<file path="src/rtl/cpu_pkg.sv">
// Shared widths, opcode map and branch pre-decode for the IF/ID slice.
package cpu_pkg;

  localparam int PC_W   = 10;
  localparam int INST_W = 9;
  localparam int TGT_W  = 8;

  typedef enum logic [3:0] {
    OP_NOP  = 4'h0,
    OP_BEZ  = 4'hC,
    OP_BNZ  = 4'hD,
    OP_BRA  = 4'hE,
    OP_HALT = 4'hF
  } opcode_e;

  localparam logic [INST_W-1:0] NOP_INST = 9'h000;

  // One-hot branch class; all-zero for anything that is not a branch.
  typedef struct packed {
    logic ez;
    logic nz;
    logic bra;
  } branch_t;

  function automatic branch_t decode_branch(input logic [INST_W-1:0] inst);
    branch_t br;
    br = '0;
    case (inst[INST_W-1 -: 4])
      OP_BEZ:  br.ez  = 1'b1;
      OP_BNZ:  br.nz  = 1'b1;
      OP_BRA:  br.bra = 1'b1;
      default: br     = '0;
    endcase
    return br;
  endfunction

  function automatic logic is_halt(input logic [INST_W-1:0] inst);
    return inst[INST_W-1 -: 4] == OP_HALT;
  endfunction

endpackage

</file>
<file path="src/rtl/sat_counter.sv">
// Up-counter that sticks at all-ones instead of wrapping.
module sat_counter #(
  parameter int W = 16
) (
  input  logic         Clk,
  input  logic         Reset,
  input  logic         En,
  output logic [W-1:0] Count
);

  logic [W-1:0] count_q, count_d;

  // Next count: advance only when enabled and not yet saturated.
  always_comb begin
    count_d = count_q;
    if (En && (count_q != '1)) begin
      count_d = count_q + W'(1);
    end
  end

  // Count register with synchronous reset.
  always_ff @(posedge Clk) begin
    if (Reset) begin
      count_q <= '0;
    end else begin
      count_q <= count_d;
    end
  end

  assign Count = count_q;

endmodule

</file>
<file path="src/rtl/if_id_stage.sv">
// IF/ID pipeline register with branch pre-decode, sticky halt and bench counters.
// Update priority on each edge: Reset > Flush > Stall > Done > load/bubble.
module if_id_stage
  import cpu_pkg::*;
#(
  parameter int T = PC_W,
  parameter int I = INST_W,
  parameter int C = 16
) (
  input  logic         Clk,
  input  logic         Reset,
  input  logic [T-1:0] FetchPC,
  input  logic [I-1:0] FetchInst,
  input  logic         FetchValid,
  input  logic         Stall,
  input  logic         Flush,
  output logic [T-1:0] IdPC,
  output logic [I-1:0] IdInst,
  output logic         IdValid,
  output logic         BranchEZ,
  output logic         BranchNZ,
  output logic         BranchAlways,
  output logic [TGT_W-1:0] Target,
  output logic         Done,
  output logic [C-1:0] CycleCount,
  output logic [C-1:0] InstCount
);

  logic [T-1:0] pc_q, pc_d;
  logic [I-1:0] inst_q, inst_d;
  logic         valid_q, valid_d;
  branch_t      br_q, br_d;
  logic         done_q, done_d;
  logic         load_valid;

  // Next-state selection for the ID registers and the halt flag.
  always_comb begin
    pc_d       = pc_q;
    inst_d     = inst_q;
    valid_d    = valid_q;
    br_d       = br_q;
    done_d     = done_q;
    load_valid = 1'b0;
    if (Flush) begin
      inst_d  = I'(NOP_INST);
      valid_d = 1'b0;
      br_d    = '0;
    end else if (Stall) begin
      // hold everything
    end else if (done_q) begin
      // halted: keep the HALT in ID but never let fetch redirect
      br_d = '0;
    end else if (FetchValid) begin
      pc_d       = FetchPC;
      inst_d     = FetchInst;
      valid_d    = 1'b1;
      br_d       = decode_branch(FetchInst);
      done_d     = is_halt(FetchInst);
      load_valid = 1'b1;
    end else begin
      // no instruction from fetch: insert a bubble, PC holds
      inst_d  = I'(NOP_INST);
      valid_d = 1'b0;
      br_d    = '0;
    end
  end

  // ID-stage registers with synchronous reset.
  always_ff @(posedge Clk) begin
    if (Reset) begin
      pc_q    <= '0;
      inst_q  <= I'(NOP_INST);
      valid_q <= 1'b0;
      br_q    <= '0;
      done_q  <= 1'b0;
    end else begin
      pc_q    <= pc_d;
      inst_q  <= inst_d;
      valid_q <= valid_d;
      br_q    <= br_d;
      done_q  <= done_d;
    end
  end

  sat_counter #(.W(C)) u_cycle_cnt (
    .Clk   (Clk),
    .Reset (Reset),
    .En    (~done_q),
    .Count (CycleCount)
  );

  sat_counter #(.W(C)) u_inst_cnt (
    .Clk   (Clk),
    .Reset (Reset),
    .En    (load_valid),
    .Count (InstCount)
  );

  assign IdPC         = pc_q;
  assign IdInst       = inst_q;
  assign IdValid      = valid_q;
  assign BranchEZ     = br_q.ez;
  assign BranchNZ     = br_q.nz;
  assign BranchAlways = br_q.bra;
  assign Target       = {{(TGT_W-5){1'b0}}, inst_q[4:0]};
  assign Done         = done_q;

endmodule

</file>
<file path="config.mk">
export PLATFORM = sky130hd
export DESIGN_NAME = if_id_stage
export DESIGN_NICKNAME = d
export VERILOG_FILES = /design/src/rtl/cpu_pkg.sv /design/src/rtl/sat_counter.sv /design/src/rtl/if_id_stage.sv
export SDC_FILE = /design/constraint.sdc
export NUM_CORES = 1
export LEC_CHECK = 0
export ABC_AREA = 1
export CAP_MARGIN = 0
export CORE_UTILIZATION = 43
export CTS_CLUSTER_DIAMETER = 60
export DETAILED_ROUTE_END_ITERATION = 7
export PLACE_DENSITY = 0.82
export SLEW_MARGIN = 20
export SYNTH_ARGS = -nofsm -noshare
export SYNTH_HDL_FRONTEND = slang
export SYNTH_HIERARCHICAL = 1
export SYNTH_SLANG_ARGS = --single-unit
</file>
<file path="constraint.sdc">
create_clock -name Clk -period 1.5 [get_ports Clk]
set_clock_uncertainty 0.05 [all_clocks]
set_input_delay 0.3 -clock Clk [delete_from_list [all_inputs] [get_ports Clk]]
set_output_delay 0.3 -clock Clk [all_outputs]
set_load 0.05 [all_outputs]
</file>
After elaboration in Yosys (flattened, before gate mapping)

Cells that the tools add are included.

$add $sub $neg: 2
Multipliers: 0
Divide/modulo/power cells: 0
Order comparisons: 0
Equality and inequality tests: 6
Shifts and indexed selects: 0
Mux-type cells: 12
Bitwise logic cells: 3
Reductions and logical operators: 6

Operators with widths:

| cell                  | count |
|---|---|
| $add 16x1->16 const B | 2 |
| $ne 16x16->1 const B  | 2 |
| $eq 4x4->1 const B    | 4 |
| $mux 1                | 9 |
| $mux 9                | 1 |
| $mux 3                | 2 |
| $reduce_and 2->1      | 2 |
| $reduce_and 4->1      | 1 |
| $not 1->1             | 3 |
| $logic_and 1x1->1     | 2 |
| $reduce_or 2->1       | 1 |

Register bits after elaboration: 56
Bits in latches: 0
Bits in writable memories: 0
Bits in read-only memories: 0
Input port bits: 24
Output and inout bits: 64
Memories kept: 0

Logic depth before layout (Yosys ltp)

Depth after elaboration: 5
Gate-level depth with buffers: 12

By module

The synthesis kept the hierarchy.

By module, submodules not included:

| module      | instances | cells an instance | area an instance (µm²) |
|---|---|---|---|
| sat_counter | 2         | 149               | 929.6 |
| if_id_stage | 1         | 154               | 1,181.1 |

Least setup slack after synthesis

Ideal clock, no wire load.

Kind: reg2reg
Start: register done_q (netlist: Done)
End: register u_inst_cnt.count_q[13] (netlist: u_inst_cnt/Count[13])
Setup time: 0.117 ns
Arrival time: 1.763 ns
Data required time: 1.333 ns
Path slack: -0.430 ns
Stages on the path, launching flop included: 12
Buffers on the path: 2
Path through: dfxtp_1 > nor2_2 > nand2_2 > nor2_4 > buf_8 > buf_2 > nand3_1 > or2_0 > nor2_1 > nand3_1 > nand2_1 > nor2_1

Cells in the longest elaborated chain, start to end: 4

Ends and longest elaborated chain:

| what                     | line              | source |
|---|---|---|
| start: declaration       | if_id_stage.sv:33 | `logic done_q, done_d;` |
| start signal: assignment | if_id_stage.sv:81 | `done_q <= done_d;` |
| $mux 1                   | if_id_stage.sv:50 | `end else if (done_q) begin` |
| $mux 1                   | if_id_stage.sv:48 | `end else if (Stall) begin` |
| $mux 1                   | if_id_stage.sv:44 | `if (Flush) begin` |
| via load_valid           | if_id_stage.sv:34 | `logic load_valid;` |
| $logic_and 1x1->1        | sat_counter.sv:16 | `if (En && (count_q != '1)) begin` |
| end signal: assignment   | sat_counter.sv:26 | `count_q <= count_d;` |
| end: declaration         | sat_counter.sv:11 | `logic [W-1:0] count_q, count_d;` |

The timed path passes the listed nets, and every way through them passes these cells.
A chain may end at the register's enable or synchronous reset.

Worst setup path after layout

Start: register done_q (netlist: Done)
End: register u_inst_cnt.count_q[14] (netlist: u_inst_cnt/Count[14])

Cells in the longest elaborated chain, start to end: 4

Ends and longest elaborated chain:

| what              | line |
|---|---|
| $mux 1            | if_id_stage.sv:50 |
| $mux 1            | if_id_stage.sv:48 |
| $mux 1            | if_id_stage.sv:44 |
| $logic_and 1x1->1 | sat_counter.sv:16 |

No other way between the ends.

==> impl_results.md <==
* Critical-path top delay cell: dfxtp_4
* Vias in the first global route at 3022
* # H-tree levels at 2
* N_diodes at 0
* GP Congestion at 0.8495
* Router iterations before antenna repair at 5
* Detail Route Antenna Nets at 0
* Finished layout cell area at 5107 um^2
* Worst path arrival time at 1.74 ns
* Area growth syn-to-layout at 67.98%
* Reg-to-reg startpoint: Done
* Sequential share of the synthesized area at 0.3687
* Final setup margin at -0.08569 ns
* Width of the die at 86.09 um
* Tightest Hold Check Type: reg2reg
* Commonest cells after routing, fill and taps aside: nand2_1, nor2_1, buf_12
* Slowest Stage Delay on Critical Path at 0.37 ns
* Vias at 3271
* Clk slew on worst S/H paths at 0.10 ns
* Hold path endpoint: IdInst[5]
* Starting Density at 0.4475
* Syn Area/Cell at 6.727 um^2
* Worst skew pair latency at 0.31 ns
* DP Area at around 4800 um^2
* Slew Limit Headroom at 0.6402
* Row count at 30
* CTS Buf Count at 5
* Post-Layout Cell Count at 661
* Period Utilization, post-route at 1.057
* Fmax at 630.6 MHz
* Full die area at roughly 7400 um^2
* CTS tree: yes
* HP Start: IdInst[5]
* Final setup viols at 4
* Post-Synth Simple-Gate Area at 0.4741
* Final Hold Viols at 0
* Hold_buf cts at 0
* Largest net degree at the start of global routing at 17
* Post-Synth XOR/XNOR Area at 0
* Worst Path Buf+Inv at 2
* CP Capture Type: flop
* Worst R2R Setup Slack at -0.09 ns
* Hold path cells at 2
* Avg WL per Cell at 12.85 um
* Routed wire length at 8.493 mm
* Pins Over Slew Limit at 0
* Post-synthesis cell type count at 25
* Yosys reg bits at 56
* Tmin final at 1.586 ns
* Required time worst endpoint at 1.66 ns
* Largest family of logic cells by synthesized area: simple AND/OR/NAND/NOR gates
* Startpoint Class: flop
* End of the worst register-to-register path: u_inst_cnt/Count[14]
* Commonest non-fill, non-tap cell in the layout: nand2_1
* # IOs at 88
* Critical Path Fanout Max at 6
* Initial antenna violation count at 0
* Crit-path leading delay family: simple AND/OR/NAND/NOR gates
* Share of cells above drive strength 1 at 0.4018
* First-pass GRT wire length at 12.99 mm
* VDD IR-drop max at 0.0005445 V
* I/O Buffers at 84
* Reg2Reg Depth at 11
* Mapped Cells at 452
* Failing checks: setup timing
* GRT Resource Usage Total at 0.2154
* RSZ-0062 raised after global routing: true
* Mapped Area at between 3000 and 4000 um^2
* Post-synthesis mux area share at 0
* Adder-cell share of the synthesized area at 0.008230
* # nets final at 590
* Slew at the pin closest to its max-slew limit at between 0.5 and 0.6 ns
* Die Y at 86.09 um
* Crit Path Class: reg2reg
* CTS max path bufs at 2
* Post-DP HPWL at about 6 mm
* Max_cap viols at 0
* Status: finished, violations left
* CTS Sinks at 56
* Placed instance count at 642
* Compound-Gate Fraction of Synth Area at 0.05267
* Initial drt markers at 140
* Core area at 6794 um^2
* Gr ovfl total at 0
* Critical path, cell by cell: nor2_4 -> nand2_2 -> nor2_4 -> buf_4 -> nand2_4 -> inv_2 -> nand3_2 -> nor2_2 -> nand3_1 -> nand2_1 -> nor2_1
* PD cells at 571.4 nW/um^2
* Root buf cell: clkbuf_8
* Synth Warn # at 6
* # DRC at 0
* CP dominant cell by count: nor2_4
* Vias/cell at approximately 5
* P_leak at about 2.1 nW
logic make-up after synthesis:
group           Yosys count
simple gates            308
buf+inv                  59
flops                    56
compound gates           26
fa+ha+maj                 2
other cells               1
cell type report:
type | instances | area [um^2]
clock inverters | 1 | 3.754
fillers | 461 | 1687
repair buffers | 119 | 1735
inverters | 43 | 165.2
flip-flops and latches | 56 | 1210
clock buffers | 7 | 76.32
well taps | 96 | 120.1
multi-input cells | 339 | 1797
cells in the mapped netlist, drive strengths merged:
cell type | count | share of area
nand2 | 133 | 0.18
nor2 | 128 | 0.21
dfxtp | 56 | 0.37
inv | 42 | 0.052
nand3 | 36 | 0.063
a21oi | 25 | 0.051
buf | 14 | 0.037
nand4 | 6 | 0.012
nor3 | 3 | 0.0049
clkbuf | 2 | 0.0049
ha | 2 | 0.0082
or2 | 2 | 0.0041
clkinv | 1 | 0.0012
conb | 1 | 0.0012
o21ai | 1 | 0.0016
power by group:
group / switching [mW] / total [mW] / internal (mW)
clock: 0.474 / 0.801 / 0.327
combinational: 0.313 / 0.590 / 0.277
sequential: 0.0383 / 1.53 / 1.49
total: 0.825 / 2.92 / 2.09
what timing repair did:
item	4_1_cts	5_1_grt
setup buffers	3	8
pin swaps	5	21
gates resized for setup	5	46
setup endpoints to repair	24	47
worst reg2reg max path: stages (launching register included):
cell and delay, ns:
dfxtp_4 0.37, nor2_4 0.09, nand2_2 0.08, nor2_4 0.18, buf_4 0.16, nand2_4 0.05, inv_2 0.06, nand3_2 0.11
nor2_2 0.13, nand3_1 0.09, nand2_1 0.08, nor2_1 0.05
flip-flops by register name, summed over array words and instances, names as in the netlist:
signal and flops:
BranchNZ 1, IdPC 10, IdInst 9, BranchAlways 1, Done 1, u_cycle_cnt/Count 16, u_inst_cnt/Count 16, IdValid 1
BranchEZ 1
worst max path at each step:
stage / from / cells past startpoint / endpoint / slack, ns
after detailed placement: Stall / 10 / u_inst_cnt/Count[13] / -0.52
after global routing: Done / 11 / u_inst_cnt/Count[14] / -0.16
after floorplan: Done / 11 / u_inst_cnt/Count[13] / -0.16
final: Done / 11 / u_inst_cnt/Count[14] / -0.09
after global placement: Stall / 10 / u_inst_cnt/Count[13] / -0.46
after CTS: Done / 9 / u_inst_cnt/Count[13] / -0.07
per-layer routing:
layer / share of wire / routed length [um] / up-vias / track usage
li1: - / - / 1611 / -
met1: 0.39 / 3334 / 1512 / 0.2524
met2: 0.52 / 4404 / 131 / 0.3781
met3: 0.073 / 620 / 17 / 0.06256
met4: 0.016 / 134 / 0 / 0.06667
met5: 0 / 0 / - / 0
through the flow:
stage          hold slack [ns]  power (mW)  worst slack [ns]   TNS, ns  utilization
2_1_floorplan           0.3391       1.885           -0.1598   -0.4058            -
4_1_cts                 0.4626       2.936          -0.06910  -0.08461       0.7193
3_3_place_gp            0.4376       2.145           -0.4628    -9.303       0.7029
6_report                0.4727       2.918          -0.08569   -0.1630       0.7518
5_1_grt                 0.4932       3.032           -0.1580    -1.459       0.7518
3_5_place_dp            0.4458       2.160           -0.5235    -11.70       0.7029
No activity file was read; power rests on OpenSTA's default activity.
